[src/rtl/yadan_test_monitor_pkg.sv]
// Shared types for the multi-channel test monitor.
// State codes are fixed so firmware/LED decoding of state_o stays stable.
package yadan_test_monitor_pkg;

    typedef enum logic [2:0] {
        TmonIdle    = 3'd0,
        TmonRun     = 3'd1,
        TmonSettle  = 3'd2,
        TmonPass    = 3'd3,
        TmonFail    = 3'd4,
        TmonTimeout = 3'd5
    } tmon_state_e;

endpackage

[src/rtl/yadan_test_mon_cnt.sv]
// Saturating counter with synchronous clear and an at-limit compare.
// o_at_limit is high while the count equals LIMIT, so the next increment
// is the one that completes LIMIT+1 counted cycles.
module yadan_test_mon_cnt #(
    parameter int unsigned CNT_W = 20,
    parameter int unsigned LIMIT = 1
) (
    input  logic clk,
    input  logic rst,
    input  logic i_clr,
    input  logic i_inc,
    output logic o_at_limit
);

    localparam logic [CNT_W-1:0] LimitVal = CNT_W'(LIMIT);

    logic [CNT_W-1:0] r_cnt;

    // Count up on i_inc, hold at all-ones, clear has priority.
    always_ff @(posedge clk or negedge rst) begin
        if (!rst) begin
            r_cnt <= '0;
        end else if (i_clr) begin
            r_cnt <= '0;
        end else if (i_inc && (r_cnt != '1)) begin
            r_cnt <= r_cnt + 1'b1;
        end
    end

    assign o_at_limit = (r_cnt == LimitVal);

endmodule

[src/rtl/yadan_test_monitor.sv]
// Multi-channel pass/fail/timeout monitor fed by regfile taps.
// Optional sim banner: define YADAN_TEST_MON_DISPLAY_EN.
module yadan_test_monitor
    import yadan_test_monitor_pkg::*;
#(
    parameter int unsigned     NUM_CH      = 1,
    parameter int unsigned     DATA_W      = 32,
    parameter logic [DATA_W-1:0] DONE_VAL  = 'd1,
    parameter logic [DATA_W-1:0] PASS_VAL  = 'd1,
    parameter int unsigned     SETTLE_CYC  = 5,
    parameter int unsigned     TIMEOUT_CYC = 50000,
    parameter int unsigned     CNT_W       = 20,
    localparam int unsigned    CH_W        = (NUM_CH > 1) ? $clog2(NUM_CH) : 1
) (
    input  logic                     clk,
    input  logic                     rst,
    input  logic                     en_i,
    input  logic [NUM_CH*DATA_W-1:0] ch_done_i,
    input  logic [NUM_CH*DATA_W-1:0] ch_result_i,
    input  logic [NUM_CH*DATA_W-1:0] ch_testnum_i,
    output logic [2:0]               state_o,
    output logic                     done_o,
    output logic                     pass_o,
    output logic                     fail_o,
    output logic                     timeout_o,
    output logic [CH_W-1:0]          fail_ch_o,
    output logic [DATA_W-1:0]        fail_testnum_o,
    output logic [CNT_W-1:0]         cycle_cnt_o
);

    tmon_state_e       r_state, w_state_d;
    logic [NUM_CH-1:0] r_done_lat;
    logic [NUM_CH-1:0] w_done_hit;
    logic [NUM_CH-1:0] w_res_ok;
    logic              w_all_done;
    logic              w_tmo_hit;
    logic              w_settle_hit;
    logic [CH_W-1:0]   w_fail_ch;
    logic [DATA_W-1:0] w_fail_tn;
    logic [CNT_W-1:0]  r_cycle;
    logic              r_pass, r_fail, r_timeout;
    logic [CH_W-1:0]   r_fail_ch;
    logic [DATA_W-1:0] r_fail_tn;

    // Per-channel tap decode.
    always_comb begin
        w_done_hit = '0;
        w_res_ok   = '0;
        for (int c = 0; c < NUM_CH; c++) begin
            w_done_hit[c] = (ch_done_i[c*DATA_W +: DATA_W] == DONE_VAL);
            w_res_ok[c]   = (ch_result_i[c*DATA_W +: DATA_W] == PASS_VAL);
        end
    end

    // Lowest failing channel wins: scan downwards so the last hit is the lowest index.
    always_comb begin
        w_fail_ch = '0;
        w_fail_tn = '0;
        for (int c = NUM_CH - 1; c >= 0; c--) begin
            if (!w_res_ok[c]) begin
                w_fail_ch = CH_W'(c);
                w_fail_tn = ch_testnum_i[c*DATA_W +: DATA_W];
            end
        end
    end

    // Latches set on this very edge count toward all-done.
    assign w_all_done = &(r_done_lat | w_done_hit);

    yadan_test_mon_cnt #(
        .CNT_W (CNT_W),
        .LIMIT (TIMEOUT_CYC - 1)
    ) u_tmo_cnt (
        .clk        (clk),
        .rst        (rst),
        .i_clr      (!en_i || (r_state == TmonIdle)),
        .i_inc      (en_i && (r_state == TmonRun)),
        .o_at_limit (w_tmo_hit)
    );

    yadan_test_mon_cnt #(
        .CNT_W (CNT_W),
        .LIMIT (SETTLE_CYC)
    ) u_settle_cnt (
        .clk        (clk),
        .rst        (rst),
        .i_clr      (!en_i || (r_state != TmonSettle)),
        .i_inc      (en_i && (r_state == TmonSettle)),
        .o_at_limit (w_settle_hit)
    );

    // Next-state: all-done beats timeout; terminal states hold until en_i drops.
    always_comb begin
        w_state_d = r_state;
        if (!en_i) begin
            w_state_d = TmonIdle;
        end else begin
            case (r_state)
                TmonIdle:   w_state_d = TmonRun;
                TmonRun: begin
                    if (w_all_done) begin
                        w_state_d = TmonSettle;
                    end else if (w_tmo_hit) begin
                        w_state_d = TmonTimeout;
                    end
                end
                TmonSettle: begin
                    if (w_settle_hit) begin
                        w_state_d = (&w_res_ok) ? TmonPass : TmonFail;
                    end
                end
                default:    w_state_d = r_state;
            endcase
        end
    end

    // State register.
    always_ff @(posedge clk or negedge rst) begin
        if (!rst) begin
            r_state <= TmonIdle;
        end else begin
            r_state <= w_state_d;
        end
    end

    // Sticky done latches, only armed in RUN.
    always_ff @(posedge clk or negedge rst) begin
        if (!rst) begin
            r_done_lat <= '0;
        end else if (!en_i || (r_state == TmonIdle)) begin
            r_done_lat <= '0;
        end else if (r_state == TmonRun) begin
            r_done_lat <= r_done_lat | w_done_hit;
        end
    end

    // Saturating RUN+SETTLE cycle counter.
    always_ff @(posedge clk or negedge rst) begin
        if (!rst) begin
            r_cycle <= '0;
        end else if (!en_i || (r_state == TmonIdle)) begin
            r_cycle <= '0;
        end else if (((r_state == TmonRun) || (r_state == TmonSettle)) && (r_cycle != '1)) begin
            r_cycle <= r_cycle + 1'b1;
        end
    end

    // Registered result flags follow the next state so they rise with it.
    always_ff @(posedge clk or negedge rst) begin
        if (!rst) begin
            r_pass    <= 1'b0;
            r_fail    <= 1'b0;
            r_timeout <= 1'b0;
        end else begin
            r_pass    <= (w_state_d == TmonPass);
            r_fail    <= (w_state_d == TmonFail);
            r_timeout <= (w_state_d == TmonTimeout);
        end
    end

    // Failing channel / test index captured at the sampling edge.
    always_ff @(posedge clk or negedge rst) begin
        if (!rst) begin
            r_fail_ch <= '0;
            r_fail_tn <= '0;
        end else if (!en_i || (r_state == TmonIdle)) begin
            r_fail_ch <= '0;
            r_fail_tn <= '0;
        end else if ((r_state == TmonSettle) && w_settle_hit && !(&w_res_ok)) begin
            r_fail_ch <= w_fail_ch;
            r_fail_tn <= w_fail_tn;
        end
    end

    assign state_o        = r_state;
    assign pass_o         = r_pass;
    assign fail_o         = r_fail;
    assign timeout_o      = r_timeout;
    assign done_o         = r_pass | r_fail | r_timeout;
    assign fail_ch_o      = r_fail_ch;
    assign fail_testnum_o = r_fail_tn;
    assign cycle_cnt_o    = r_cycle;

`ifdef YADAN_TEST_MON_DISPLAY_EN
    logic [2:0] r_disp_prev;

    // Sim-only banner, printed once on entry to a terminal state.
    always @(negedge clk) begin
        if (rst && (r_state != r_disp_prev)) begin
            case (r_state)
                TmonPass:    $display("test pass");
                TmonFail:    $display("test fail ch=%0d inst=%2d", r_fail_ch, r_fail_tn);
                TmonTimeout: $display("Time out %0d", r_cycle);
                default:     ;
            endcase
        end
        r_disp_prev <= r_state;
    end
`endif

endmodule

[config.mk]
export PLATFORM = sky130hd
export DESIGN_NAME = yadan_test_monitor
export DESIGN_NICKNAME = d
export VERILOG_FILES = /design/src/rtl/yadan_test_monitor_pkg.sv /design/src/rtl/yadan_test_mon_cnt.sv /design/src/rtl/yadan_test_monitor.sv
export SDC_FILE = /design/constraint.sdc
export NUM_CORES = 1
export LEC_CHECK = 0
export BUFFER_PORTS_ARGS = -buffer_cell sky130_fd_sc_hd__buf_2
export CAP_MARGIN = 10
export CELL_PAD_IN_SITES_DETAIL_PLACEMENT = 1
export CELL_PAD_IN_SITES_GLOBAL_PLACEMENT = 1
export CORE_AREA = 2 2 118 120
export DETAILED_ROUTE_END_ITERATION = 8
export DIE_AREA = 0 0 120 122
export GPL_ROUTABILITY_DRIVEN = 0
export GPL_TIMING_DRIVEN = 0
export HOLD_SLACK_MARGIN = 0.15
export PLACE_DENSITY_LB_ADDON = 0.1
export RECOVER_POWER = 50
export SYNTH_ARGS = -nofsm -noshare
export SYNTH_HDL_FRONTEND = slang
export SYNTH_SLANG_ARGS = --single-unit
[constraint.sdc]
create_clock -name clk -period 2.4 [get_ports clk]
set_input_delay 0.36 -clock clk [delete_from_list [all_inputs] [get_ports clk]]
set_output_delay 0.36 -clock clk [all_outputs]
set_load 0.01 [all_outputs]
* Word-level counts from Yosys, hierarchy flattened
Index checks and enable logic that the tools add are counted.
** Word-level totals
- Memories kept :: 0
- Flip-flop bits (word level) :: 100
- Bits in latches :: 0
- Output and inout port bits :: 60
- Bits in writable memories :: 0
- Bits of input ports :: 99
- Logic and storage cells :: 66
- Bits in read-only memories :: 0
** Operators by class
- Order comparisons :: 0
- Reductions and logical operators :: 18
- Shift operators :: 0
- Bitwise logic cells :: 3
- Divide/modulo/power cells :: 0
- Equal/unequal tests :: 13
- $add $sub $neg :: 3
- $mul :: 0
- Multiplexer cells :: 19
** Operator list (number)
- $mux W20 :: 6
- $mux W32 :: 3
- $eq A32 B1 Y1 const B :: 2
- $add A20 B1 Y20 const B :: 3
- $ne A20 B20 Y1 const B :: 3
- $eq A20 B16 Y1 const B :: 1
- $eq A20 B3 Y1 const B :: 1
- $mux W3 :: 5
- $reduce_bool A2 Y1 :: 5
- $pmux W3 S3 :: 1
- $logic_and A1 B1 Y1 :: 7
- $eq A3 B2 Y1 const B :: 2
- $eq A3 B3 Y1 const B :: 2
- $mux W1 :: 4
- $eq A3 B1 Y1 const B :: 1
- $logic_not A3 Y1 :: 1
- $logic_or A1 B1 Y1 :: 3
- $ne A3 B2 Y1 const B :: 1
- $or A1 B1 Y1 :: 3
- $logic_not A1 Y1 :: 2

* Depth between registers and ports, before layout
- Word-level depth :: 6
- Mapped depth :: 9
- Gate-level depth less buffers :: 8

* Hierarchy
From an unflattened synthesis, not the netlist that was laid out.
** Second synthesis, totals
- Cells, all modules :: 523
- Area, all modules :: 5205.0 µm²
** Modules (own cells, without submodules)
- yadan_test_monitor :: area an instance 2815.2 µm², cells an instance 274, sequential area each 1476.4 µm², times used 1
- yadan_test_mon_cnt at u_tmo_cnt :: area an instance 1202.4 µm², cells an instance 123, sequential area each 500.5 µm², times used 1
- yadan_test_mon_cnt at u_settle_cnt :: area an instance 1187.4 µm², cells an instance 126, sequential area each 500.5 µm², times used 1

* Least setup slack after synthesis
No wires, ideal clock.
- Path kind :: register -> register
- Start point :: register u_tmo_cnt.r_cnt[0]
- End point :: register u_tmo_cnt.r_cnt[9]
- Path slack :: 405 ps
- Library setup time :: 78 ps
- Path buffers :: 1
- Arrival time :: 1917 ps
- Required time :: 2322 ps
- Stages on the path, launching flop included :: 8
- Clock period less this slack :: 1995 ps
- Path through :: dfrtp_1 ha_1 and3_1 and3_1 clkbuf_1 and2_1 or4_1 a21oi_1
** Between the ends
- Cells in the longest elaborated chain, start to end :: 3
- Elaborated cells on any way between the ends :: 6
- Classes of those cells :: add/sub (1); eq/ne (1); mux (2); reduce/logical (2)
** RTL lines
- start, declared :: line yadan_test_mon_cnt.sv:17 : logic [CNT_W-1:0] r_cnt;
- start signal, assigned :: line yadan_test_mon_cnt.sv:26 : r_cnt <= r_cnt + 1'b1;
- $add A20 B1 Y20 or $ne A20 B20 Y1 (tied branches) :: line yadan_test_mon_cnt.sv:26, yadan_test_mon_cnt.sv:25
- $mux W20 or $logic_and A1 B1 Y1 (tied branches) :: line yadan_test_mon_cnt.sv:25 : end else if (i_inc && (r_cnt != '1)) begin
- $mux W20 or $reduce_bool A2 Y1 (tied branches)
Parallel ways exist; a longest one is shown, timed or not. The select of a mux whose other input is x is not followed.
A chain may end at the register's enable or synchronous reset.

* Worst setup path after layout
Same ends and word-level chain as after synthesis.

==> results.md <==
* NumNets Final at 776
* DRC Markers at 0
* Largest net degree at the start of global routing at 55
* Global route overflow at 0
* Area of the multi-input gates at 2410 um^2
* FF-to-FF Start: u_tmo_cnt.r_cnt[0]$_DFFE_PN0P_
* Worst Setup SP: u_tmo_cnt.r_cnt[0]$_DFFE_PN0P_
* Clock transition at path regs at 0.07 ns
* CTS sink count at 99
* DR vias at 4756
* Mapped Area at 5090 um^2
* Post-synth top area share at 0.486
* Post-detail-place hpwl at 11300 um
* Max rail drop VDD at 0.000360 V
* Static Leakage at 2.74 nW
* Crit path top cell by count: and3_1
* Drt via density at 5.54
* Syn Nets at 603
* Reg area at 2480 um^2
* Placed Area at 6140 um^2
* Reg2Reg Setup Slack at 0.16 ns
* Number of I/O pins at 159
* Main synth FF type: dfrtp_1
* DRT Wirelength at 15100 um
* Clk_lat worst skew at 0.35 ns
* Final setup margin at 0.165 ns
* Final Total Pwr at 3.28 mW
* Crit-path cells: ha_1 -> and3_1 -> and3_1 -> clkbuf_1 -> and2_1 -> or4_1 -> a21oi_1
* Syn Inst Count at 500
* Core area at 13500 um^2
* Final period util at 0.931
* Max stage delay on crit path at 0.50 ns
* Worst hold slack at 0.220 ns
* 1st-pass router iterations at 5
* Fin crit period at 2.24 ns
* CP Class: flop to flop
* Max-slew headroom at 0.175
* TritonCTS buffer count at 9
* CP Data Required Time at 2.67 ns
* Clk_skew at 0.00767 ns
* Startpoint Class: flop
* Htree depth at 3
* N_diodes at 0
* Vias in the first global route at 4989
* Mean Syn Cell Area at 10.2 um^2
* TritonCTS clock tree: done
* Crit path depth at 7
* Register area share after synthesis at 0.486
* Max capacitance violation total at 0
* CP delay by family, top: simple AND/OR/NAND/NOR gates
* Slowest cell on the critical path: or4_1
* Fmax at 447 MHz
* Number of enable flip-flop cells after synthesis at 0
* Synthesized flop and latch total at 99
* Layout cells sized above 1 at 0.235
* Worst slew pin tran at 1.24 ns
* Worst r2r path cells at 7
* Post-route cell area at 6380 um^2
* R2r endpoint: u_tmo_cnt.r_cnt[9]$_DFFE_PN0P_
* Worst path bufs/invs at 1
* Synth warnings at 0
* Initial antenna violation count at 0
* Fraction of registers with async set/reset at 1.00
* Die W at 120 um
* Final hold vios at 0
* Main area contributors after synthesis: dfrtp_1 (49%), a32o_1 (6.3%), nor2_1 (2.9%), a21oi_1 (2.7%), xnor2_1 (2.6%)
* Slew Limit Fails at 0
* Count of cell types in the netlist at 61
* Initial DRC Count at 247
* Max FO, Critical Path at 7
* Longest Clk Path Bufs at 2
* Status: finished clean
* Initial core utilization at 0.377
* DRT antenna net count at 0
* First-pass GRT wire length at 25200 um
* Die Height at 122 um
* RSZ-0062 raised after global routing: no
* Die Area at 14600 um^2
* Worst Setup EP: u_tmo_cnt.r_cnt[9]$_DFFE_PN0P_
* Root Buffer: clkbuf_16
* GRT Total Usage at 0.215
* FP Rows at 43
* Dpl ws at 0.0961 ns
* Post-synth top area cell: dfrtp_1
* Power per cell area at 513 nW/um^2
* Port Buffer Count at 157
* Routed length per instance at 17.6 um
* Min-Delay Path Class: primary input to flop
* # fillers at 1616
* Area Overhead vs Synth at 25.3%
* Worst setup EP type: flop
* Worst EP arrival at 2.51 ns
* Final setup fails at 0
## repair_timing
item                                    CTS  global route
endpoints found under the setup margin    0            10
hold endpoints to repair                 45             0
gates resized for setup                   0             2
hold buffers                              1             0
setup buffers                             0             2
## metrics by stage
step	utilization	TNS, ns	std cells
floorplan	-	0	500
global route	0.473	0	858
CTS	0.476	0	856
finish	0.473	0	858
detailed placement	0.455	0	839
global placement	0.452	-13.64	837
## routing by layer
metal,wire length (um),track usage
met2,7670,0.368
met4,184,0.0596
met3,624,0.0492
met1,6630,0.273
met5,0,0
## synthesized netlist by cell type, types with 4 or more instances
| cell type | number |
|---|---|
| o21ai_0 | 25 |
| a211oi_1 | 4 |
| or4_1 | 10 |
| nor3_1 | 8 |
| clkbuf_1 | 11 |
| nand2_1 | 33 |
| nor2_1 | 40 |
| nor4_1 | 20 |
| xnor2_1 | 15 |
| xor2_1 | 11 |
| buf_6 | 6 |
| buf_4 | 4 |
| nor4b_1 | 5 |
| and3_1 | 10 |
| nand3_1 | 17 |
| and4_1 | 8 |
| inv_1 | 11 |
| a32o_1 | 32 |
| dfrtp_1 | 99 |
| buf_2 | 8 |
| nand4_1 | 14 |
| ha_1 | 4 |
| a21oi_1 | 27 |
| o2111ai_1 | 4 |
| o31ai_1 | 7 |
| or3_1 | 15 |
## registers in the layout, indices dropped and copies added, names as in the netlist
| signal | flops |
|---|---|
| u_settle_cnt.r_cnt | 20 |
| pass_o | 1 |
| timeout_o | 1 |
| state_o | 3 |
| u_tmo_cnt.r_cnt | 20 |
| cycle_cnt_o | 20 |
| fail_testnum_o | 32 |
| fail_o | 1 |
| r_done_lat | 1 |
## cells by family after synthesis
logic type	synth area share
compound gates	0.187
xor+xnor	0.0447
fa+ha+maj	0.00983
buf+inv	0.0432
flops	0.486
mux	0.00197
other cells	0.000736
simple gates	0.226
## cell usage in the layout, fill, tap and decap left out, drive strengths merged, types with 4 or more instances in the layout
cell	Yosys	final
dfrtp	99	99
and3	13	13
clkbuf	11	78
ha	4	4
inv	11	13
and4	9	9
nand2	33	33
xor2	11	11
nand4	15	15
nor3b	4	4
o21ai	27	27
o2111ai	4	4
nor2	40	40
a211oi	4	4
or3	15	15
xnor2	15	15
nand3	17	17
a21oi	27	27
nor3	8	8
nor4b	5	5
o31ai	8	8
a32o	32	32
buf	18	122
or4	11	11
nor4	20	20
## power breakdown
group | switching [mW] | internal, mW
clock network | 0.681 | 0.713
logic | 0.119 | 0.0870
registers | 0.00411 | 1.67
## worst min-delay path by stage
stage	start	to	slack, ns	cells after the start
after floorplan	rst	cycle_cnt_o[0]$_DFFE_PN0P_	0.06	0
after global placement	u_tmo_cnt.r_cnt[0]$_DFFE_PN0P_	u_tmo_cnt.r_cnt[0]$_DFFE_PN0P_	0.49	1
final	ch_testnum_i[20]	fail_testnum_o[20]$_DFFE_PN0P_	0.22	2
after detailed placement	rst	cycle_cnt_o[7]$_DFFE_PN0P_	0.42	1
after CTS	ch_testnum_i[20]	fail_testnum_o[20]$_DFFE_PN0P_	0.20	2
after global routing	ch_testnum_i[10]	fail_testnum_o[10]$_DFFE_PN0P_	0.22	2
## cell type report
cell class,instances,share of cell area
well taps,180,0.0353
clock buffers,10,0.0359
flip-flops and latches,99,0.388
repair buffers,162,0.122
plain buffers,29,0.0280
multi-input cells,361,0.377
inverters,11,0.00647
clock inverters,6,0.00765
No activity file was read; power rests on OpenSTA's default activity.
